===== src/rtl/mac_tx_pkg.sv =====
// mac_tx_pkg
// Shared definitions for the MAC transmit scheduler:
//   - tx_state_t           : scheduler FSM state encoding
//   - *_DIBITS             : per-field dibit counts of one minimum-size frame
//   - FRAME_CYCLES_DEFAULT : cycles the scheduler waits after a start pulse
package mac_tx_pkg;

  typedef enum logic [1:0] {
    ST_IDLE  = 2'd0,
    ST_START = 2'd1,
    ST_WAIT  = 2'd2
  } tx_state_t;

  // One dibit goes out per cycle, so each byte takes four cycles.
  // A minimum-size frame carries 14 header bytes, a 2-byte payload,
  // 44 pad bytes and a 4-byte FCS (64 bytes in total). The preamble,
  // SFD and inter-packet gap come on top of that.
  localparam int PREAMBLE_DIBITS = 28;
  localparam int SFD_DIBITS      = 4;
  localparam int HEADER_DIBITS   = 56;
  localparam int PAYLOAD_DIBITS  = 8;
  localparam int PAD_DIBITS      = 176;
  localparam int FCS_DIBITS      = 16;
  localparam int IPG_DIBITS      = 48;

  localparam int FRAME_DIBITS = PREAMBLE_DIBITS + SFD_DIBITS + HEADER_DIBITS +
                                PAYLOAD_DIBITS + PAD_DIBITS + FCS_DIBITS +
                                IPG_DIBITS;

  // A few spare cycles so the transmitter is idle again before the next
  // rising edge of mac_start.
  localparam int FRAME_MARGIN         = 4;
  localparam int FRAME_CYCLES_DEFAULT = FRAME_DIBITS + FRAME_MARGIN;

endpackage


===== src/rtl/mac_tx_scheduler_rr_arbiter.sv =====
// rr_arbiter
// Combinational round-robin arbiter. The search starts one position after
// last_grant and wraps from N_REQ-1 back to 0.
// Ports:
//   req        : request vector
//   last_grant : index of the most recent grant
//   en         : when low, no grant is produced
//   grant      : one-hot grant vector (all zero if nothing is granted)
module rr_arbiter #(
  parameter int N_REQ = 2,
  parameter int LGW   = (N_REQ > 1) ? $clog2(N_REQ) : 1
) (
  input  logic [N_REQ-1:0] req,
  input  logic [LGW-1:0]   last_grant,
  input  logic             en,
  output logic [N_REQ-1:0] grant
);

  localparam logic [LGW:0] NR = (LGW + 1)'(N_REQ);

  logic [LGW:0]   sum;
  logic [LGW-1:0] idx;
  logic           found;

  // The extra bit of sum holds last_grant + k without overflow.
  // Wrapping to 0 needs at most one subtraction of N_REQ.
  always_comb begin
    grant = '0;
    found = 1'b0;
    sum   = '0;
    idx   = '0;
    for (int k = 1; k <= N_REQ; k++) begin
      sum = {1'b0, last_grant} + (LGW + 1)'(k);
      if (sum >= NR) begin
        sum = sum - NR;
      end
      idx = sum[LGW-1:0];
      if (en && !found && req[idx]) begin
        grant[idx] = 1'b1;
        found      = 1'b1;
      end
    end
  end

endmodule


===== src/rtl/mac_tx_scheduler.sv =====
// mac_tx_scheduler
// Passes 16-bit payloads from N_REQ requesters to a MAC transmitter, one
// frame at a time. Requesters are served in round-robin order.
// Ports:
//   clk, rst_n   : clock and asynchronous active-low reset
//   enable       : allows new grants (a frame already started runs to the end)
//   req_valid    : per-requester payload-pending flags
//   req_data     : payloads; requester i is in bits [16*i+15:16*i]
//   req_ready    : one-hot accept strobe (combinational, IDLE state only)
//   mac_data     : latched payload, changes only on a handshake
//   mac_start    : one-cycle start pulse to the transmitter
//   busy         : high whenever the FSM is not in IDLE
//   frames_sent  : number of start pulses issued (wraps at 16 bits)
module mac_tx_scheduler
  import mac_tx_pkg::*;
#(
  parameter int N_REQ        = 2,
  parameter int FRAME_CYCLES = FRAME_CYCLES_DEFAULT
) (
  input  logic                  clk,
  input  logic                  rst_n,
  input  logic                  enable,
  input  logic [N_REQ-1:0]      req_valid,
  input  logic [16*N_REQ-1:0]   req_data,
  output logic [N_REQ-1:0]      req_ready,
  output logic [15:0]           mac_data,
  output logic                  mac_start,
  output logic                  busy,
  output logic [15:0]           frames_sent
);

  localparam int LGW = (N_REQ > 1) ? $clog2(N_REQ) : 1;
  localparam int CW  = $clog2(FRAME_CYCLES + 1);

  tx_state_t        state, state_next;
  logic [LGW-1:0]   last_grant;
  logic [LGW-1:0]   grant_idx;
  logic [N_REQ-1:0] grant;
  logic [15:0]      grant_data;
  logic [CW-1:0]    counter;
  logic             handshake;
  logic             arb_en;

  // rst_n is included here so that req_ready stays low while reset is held.
  assign arb_en = enable & rst_n & (state == ST_IDLE);

  rr_arbiter #(
    .N_REQ (N_REQ),
    .LGW   (LGW)
  ) u_arb (
    .req        (req_valid),
    .last_grant (last_grant),
    .en         (arb_en),
    .grant      (grant)
  );

  assign req_ready = grant;
  assign handshake = |(grant & req_valid);
  assign busy      = (state != ST_IDLE);

  // Convert the one-hot grant into an index and select the payload
  always_comb begin
    grant_idx  = '0;
    grant_data = '0;
    for (int i = 0; i < N_REQ; i++) begin
      if (grant[i]) begin
        grant_idx  = LGW'(i);
        grant_data = req_data[16*i +: 16];
      end
    end
  end

  always_comb begin
    state_next = state;
    unique case (state)
      ST_IDLE:  if (handshake) state_next = ST_START;
      ST_START: state_next = ST_WAIT;
      ST_WAIT:  if (counter == '0) state_next = ST_IDLE;
      default:  state_next = ST_IDLE;
    endcase
  end

  always_ff @(posedge clk or negedge rst_n) begin
    if (!rst_n) begin
      state <= ST_IDLE;
    end else begin
      state <= state_next;
    end
  end

  // mac_start is registered from the handshake, so it is high exactly in
  // START. The counter is loaded in START, which makes WAIT last
  // FRAME_CYCLES cycles (counter values FRAME_CYCLES-1 down to 0).
  always_ff @(posedge clk or negedge rst_n) begin
    if (!rst_n) begin
      mac_start   <= 1'b0;
      mac_data    <= '0;
      frames_sent <= '0;
      counter     <= '0;
      last_grant  <= LGW'(N_REQ - 1);
    end else begin
      mac_start <= handshake;
      if (handshake) begin
        mac_data    <= grant_data;
        last_grant  <= grant_idx;
        frames_sent <= frames_sent + 16'd1;
      end
      if (state == ST_START) begin
        counter <= CW'(FRAME_CYCLES - 1);
      end else if (state == ST_WAIT && counter != '0) begin
        counter <= counter - CW'(1);
      end
    end
  end

endmodule


===== config.mk =====
export PLATFORM = sky130hd
export DESIGN_NAME = mac_tx_scheduler
export DESIGN_NICKNAME = d
export VERILOG_FILES = /design/src/rtl/mac_tx_pkg.sv /design/src/rtl/mac_tx_scheduler_rr_arbiter.sv /design/src/rtl/mac_tx_scheduler.sv
export SDC_FILE = /design/constraint.sdc
export NUM_CORES = 1
export LEC_CHECK = 0
export BUFFER_PORTS_ARGS = -buffer_cell sky130_fd_sc_hd__buf_2
export CELL_PAD_IN_SITES_DETAIL_PLACEMENT = 2
export CELL_PAD_IN_SITES_GLOBAL_PLACEMENT = 2
export CORE_ASPECT_RATIO = 1.5
export CORE_MARGIN = 10
export CORE_UTILIZATION = 30
export DETAILED_ROUTE_END_ITERATION = 10
export PLACE_DENSITY_LB_ADDON = 0.1
export RECOVER_POWER = 50
export SLEW_MARGIN = 25
export SYNTH_ARGS = -nofsm -noshare
export SYNTH_HDL_FRONTEND = slang
export SYNTH_SLANG_ARGS = --single-unit

===== constraint.sdc =====
create_clock -name clk -period 4.3 [get_ports clk]
set_clock_uncertainty 0.1 [all_clocks]
set_input_delay 0.215 -clock clk [delete_from_list [all_inputs] [get_ports clk]]
set_output_delay 0.215 -clock clk [all_outputs]
set_load 0.1 [all_outputs]

Word level (Yosys, flattened, before mapping)
Index checks and enable logic that the tools add are counted.
Widths: inputs -> output; s select.
- $add $sub $neg: 6
- reductions and logical operators: 14
- muxes and demuxes: 21
- magnitude comparators: 6
- bitwise logic cells: 4
- eq/ne operators: 4
- operators by type and width (cell ; number):
    $mux 16 ; 2
    $mux 9 ; 2
    $add 16x1->16 const B ; 1
    $mux 1 ; 10
    $logic_not 9->1 ; 1
    $reduce_bool 9->1 ; 1
    $sub 9x1->9 const B ; 1
    $mux 2 ; 4
    $logic_and 1x1->1 ; 6
    $pmux 2 s3 ; 1
    $ge 2x2->1 const B ; 2
    $lt 1x2->1 const B ; 2
    $ne 2x2->1 const B ; 2
    $reduce_bool 2->1 ; 2
    $add 1x1->2 const B ; 1
    $add 1x2->2 const B ; 1
    $and 1x1->1 ; 2
    $and 2x2->2 ; 1
    $demux 1 s1 ; 2
    $eq 2x1->1 const B ; 1
    $eq 2x2->1 const B ; 1
    $ge 1x1->1 const B ; 2
    $logic_not 2->1 ; 1
    $or 2x2->2 ; 1
    4 further kinds ; 5
- register bits: 45
- input bits: 37

Longest topological paths before layout
- depth after elaboration: 15
- gate-level depth with buffers: 7
- mapped depth without buffers: 6

By module
Synthesis repeated with hierarchy kept, for this count alone.
- cells, all modules: 205
- area, all modules: 2055.7 um2
- by module, submodules not included (module ; area an instance (um2) ; times used ; seq. area each (um2) ; cells an instance):
    mac_tx_scheduler ; 2034.5 ; 1 ; 1127.3 ; 200
    rr_arbiter ; 21.3 ; 1 ; 0.0 ; 5

Worst setup path before layout
Ideal clock, no wire load.
- path kind: flip-flop to flip-flop
- start point: register frames_sent[5]
- end point: register frames_sent[15]
- arrival time: 2.056 ns
- clock period less this slack: 2.317 ns
- slack: 1.983 ns
- setup time: 0.161 ns
- stages on the path, launching flop included: 6
- buffers on the path: 1
- data required time: 4.039 ns
- cell sequence: dfrtp_1 nand3_1 or3_1 clkbuf_1 nor4_1 xor2_1
- longest elaborated chain between the ends: 1
- ends and longest elaborated chain (item ; RTL line ; text):
    start: declaration ; mac_tx_scheduler.sv:29 ; output logic [15:0] frames_sent
    start signal: assignment ; mac_tx_scheduler.sv:106 ; frames_sent <= frames_sent + 16'd1;
    $add 16x1->16 ; mac_tx_scheduler.sv:106 ;
No other way between the ends.
A chain may end at the register's enable or synchronous reset.

==> out/qor.yml <==
clocking:
  cts_resized: 0
  insertion_delay_ns: 0.30
  cts_tree: "done"
  h-tree-depth: 2
  ctsRootBufferMaster: "clkbuf_8"
  cts_sinks: 45
  cts_setup_buffers: 0
  clk_path_buf_depth: 2
  numCtsBuffers: 5
  clkSlewWorstSetupHoldPaths_ns: 0.09
floorplanning:
  design.core.area_sq_um: 6576
  start_util_pct: 31.11
  die-area_sq_um: 10590
  pin_count: 73
  fp.dieH_um: 121.1
  dieWidth_um: 87.43
  rows: 36
setup_path:
  criticalPathCategory: "primary input to asynchronous set/reset pin"
  worstPathRequired_ns: 4.10
  r2r_start: "counter[0]"
  critPathLaunch: "rst_n"
  arrival_ns: 2.65
  endpoint_kind: "asynchronous set/reset pin"
  ff2ff_path_depth: 6
  r2r_slack_ns: 2.00
  worstPathMaxFanout: 45
  start_kind: "primary input"
placement:
  placed_area_sq_um: 2474
  dp_hpwl_mm: 4.762
  dp.cells: 326
  port_buffers: 72
  place_ws_ns: 1.935
  routabilityCongestion: 0.7083
route:
  vias: 1759
  drcViolationCount: 0
  via_per_inst: 5.266
  first_pass_iters: 7
  routed_wl_mm: 6.253
  drtIter0Drc: 73
  ant_nets: 0
  wl_per_cell_um: 18.72
yosys:
  synthArstFlopShare_pct: 100.0
  yosysUniqueCellTypes: 37
  syn_inst: 186
  synth-edff-count: 0
  syn_area_per_cell_sq_um: 11.00
  synth_seq_area_share_pct: 55.11
  synth_area_sq_um: 2046
  synth_seq_cells: 45
  synth.net_count: 225
  ys.flop_type: "dfrtp_1"
  yosysWarningCount: 0
sta:
  holdWs_ns: 0.04435
  setup_tns_ns: 0
  setup_viol: 0
  timing.fmax_ghz: 0.3512
  worst_slack_ns: 1.453
  max_slew.worst_pin.slew_ns: 2.429
  slew_viol_final: 46
  post-route-period-util_pct: 66.21
  final_hold_viol_count: 0
  rsz0062_at_grt: "no"
  max_slew_margin_pct: -61.96
  min_period_ns: 2.847
final_layout:
  stdcell_area_sq_um: 2560
  antenna_cells: 0
  drive_above_1_share_pct: 27.91
  instances_no_fill: 334
  nNetsFinal: 297
  utilization_pct: 38.93
  area_growth_pct: 25.14
  final_common_cell: "buf_2"
  final_cell_mix: "buf_2, dfrtp_1, inv_1"
hold_path:
  whs_path_depth: 3
  worstHoldStart: "req_data[19]"
  holdCritPathClass: "primary input to register"
global_routing:
  grt_use_total_pct: 12.32
  grt_antenna_before_repair: 0
  grt_pass1_wl_mm: 10.47
  grt_overflow_total: 0
  grt_max_degree: 46
  grt_pass1_vias: 2046
power_and_ir_drop:
  total_power_mw: 2.178
  power_density_nw_per_um2: 850.6
  peakVddDrop_v: 0.0005330
  leakage_nw: 1.319
outcome:
  failed_checks: "max-capacitance violations, max-slew violations"
  status: "finished, violations left"
flow_run:
  max_cap_violations: 1
state kept, by name, summed over array words and instances (netlist names):
| name | count |
|---|---|
| counter | 9 |
| frames_sent | 16 |
| last_grant | 1 |
| mac_data | 16 |
| mac_start | 1 |
| state | 2 |
worst paths after layout:
path / end
hold / removal: mac_data[3]
setup reg to reg: counter[0]
hold reg to reg: frames_sent[15]
setup / recovery: mac_data[12]
min in group asynchronous: frames_sent[14]
max in group clk: req_ready[1]
layout make-up:
type                       instances  area [sq um]
multi-input combinational        105         774.5
inverter                          25         93.84
clock buffer                       5         68.82
clock inverter                     2         35.03
fill                             731          4016
sequential                        45          1127
tap                               76         95.09
timing repair buffer              76         365.4
synth_stat cells, types with 2 or more instances:
cell type	count	area [sq um]
a222oi_1	16	160.2
and3_1	3	18.77
buf_2	4	20.02
clkbuf_1	6	22.52
dfrtp_1	44	1101
ha_1	2	25.02
inv_1	25	93.84
mux2i_1	2	20.02
nand2_1	11	41.29
nand2b_1	4	25.02
nand3_1	4	20.02
nand4_1	3	18.77
nor2_1	9	33.78
nor3_1	6	30.03
nor4_1	2	12.51
o2111ai_1	2	17.52
o211ai_1	5	37.54
o21ai_0	2	10.01
o41ai_1	2	17.52
or3_1	2	12.51
or4_2	3	26.28
xnor2_1	10	87.58
xor2_1	5	43.79
metal layers:
metal | up-vias | wire length [um] | global-route usage (%)
li1 | 805 | - | -
met1 | 890 | 2277 | 12.92
met2 | 58 | 3329 | 21.26
met3 | 6 | 578 | 5.309
met4 | 0 | 68 | 4.100
met5 | - | 0 | 0
cell families after synthesis:
| family | Yosys count | share of synthesized area (%) |
|---|---|---|
| compound gates | 30 | 13.82 |
| xor+xnor | 15 | 6.422 |
| fa+ha+maj | 2 | 1.223 |
| buf+inv | 36 | 7.034 |
| flops | 45 | 55.11 |
| mux | 3 | 1.712 |
| simple gates | 55 | 14.68 |
report_power, final:
part | switching, mW | internal [mW]
logic | 0.968 | 0.205
clock network | 0.147 | 0.169
registers | 0.125 | 0.563
total | 1.24 | 0.937
critical path: stages:
cell,delay (ns)
dlygate4sd3_1,0.52
clkbuf_1,0.14
clkbuf_1,1.75
repair_timing:
item / in CTS / in global routing
hold endpoints to repair: 44 / 0
setup endpoints to repair: 0 / 0
hold buffers: 1 / 0
No activity file was read; power rests on OpenSTA's default activity.
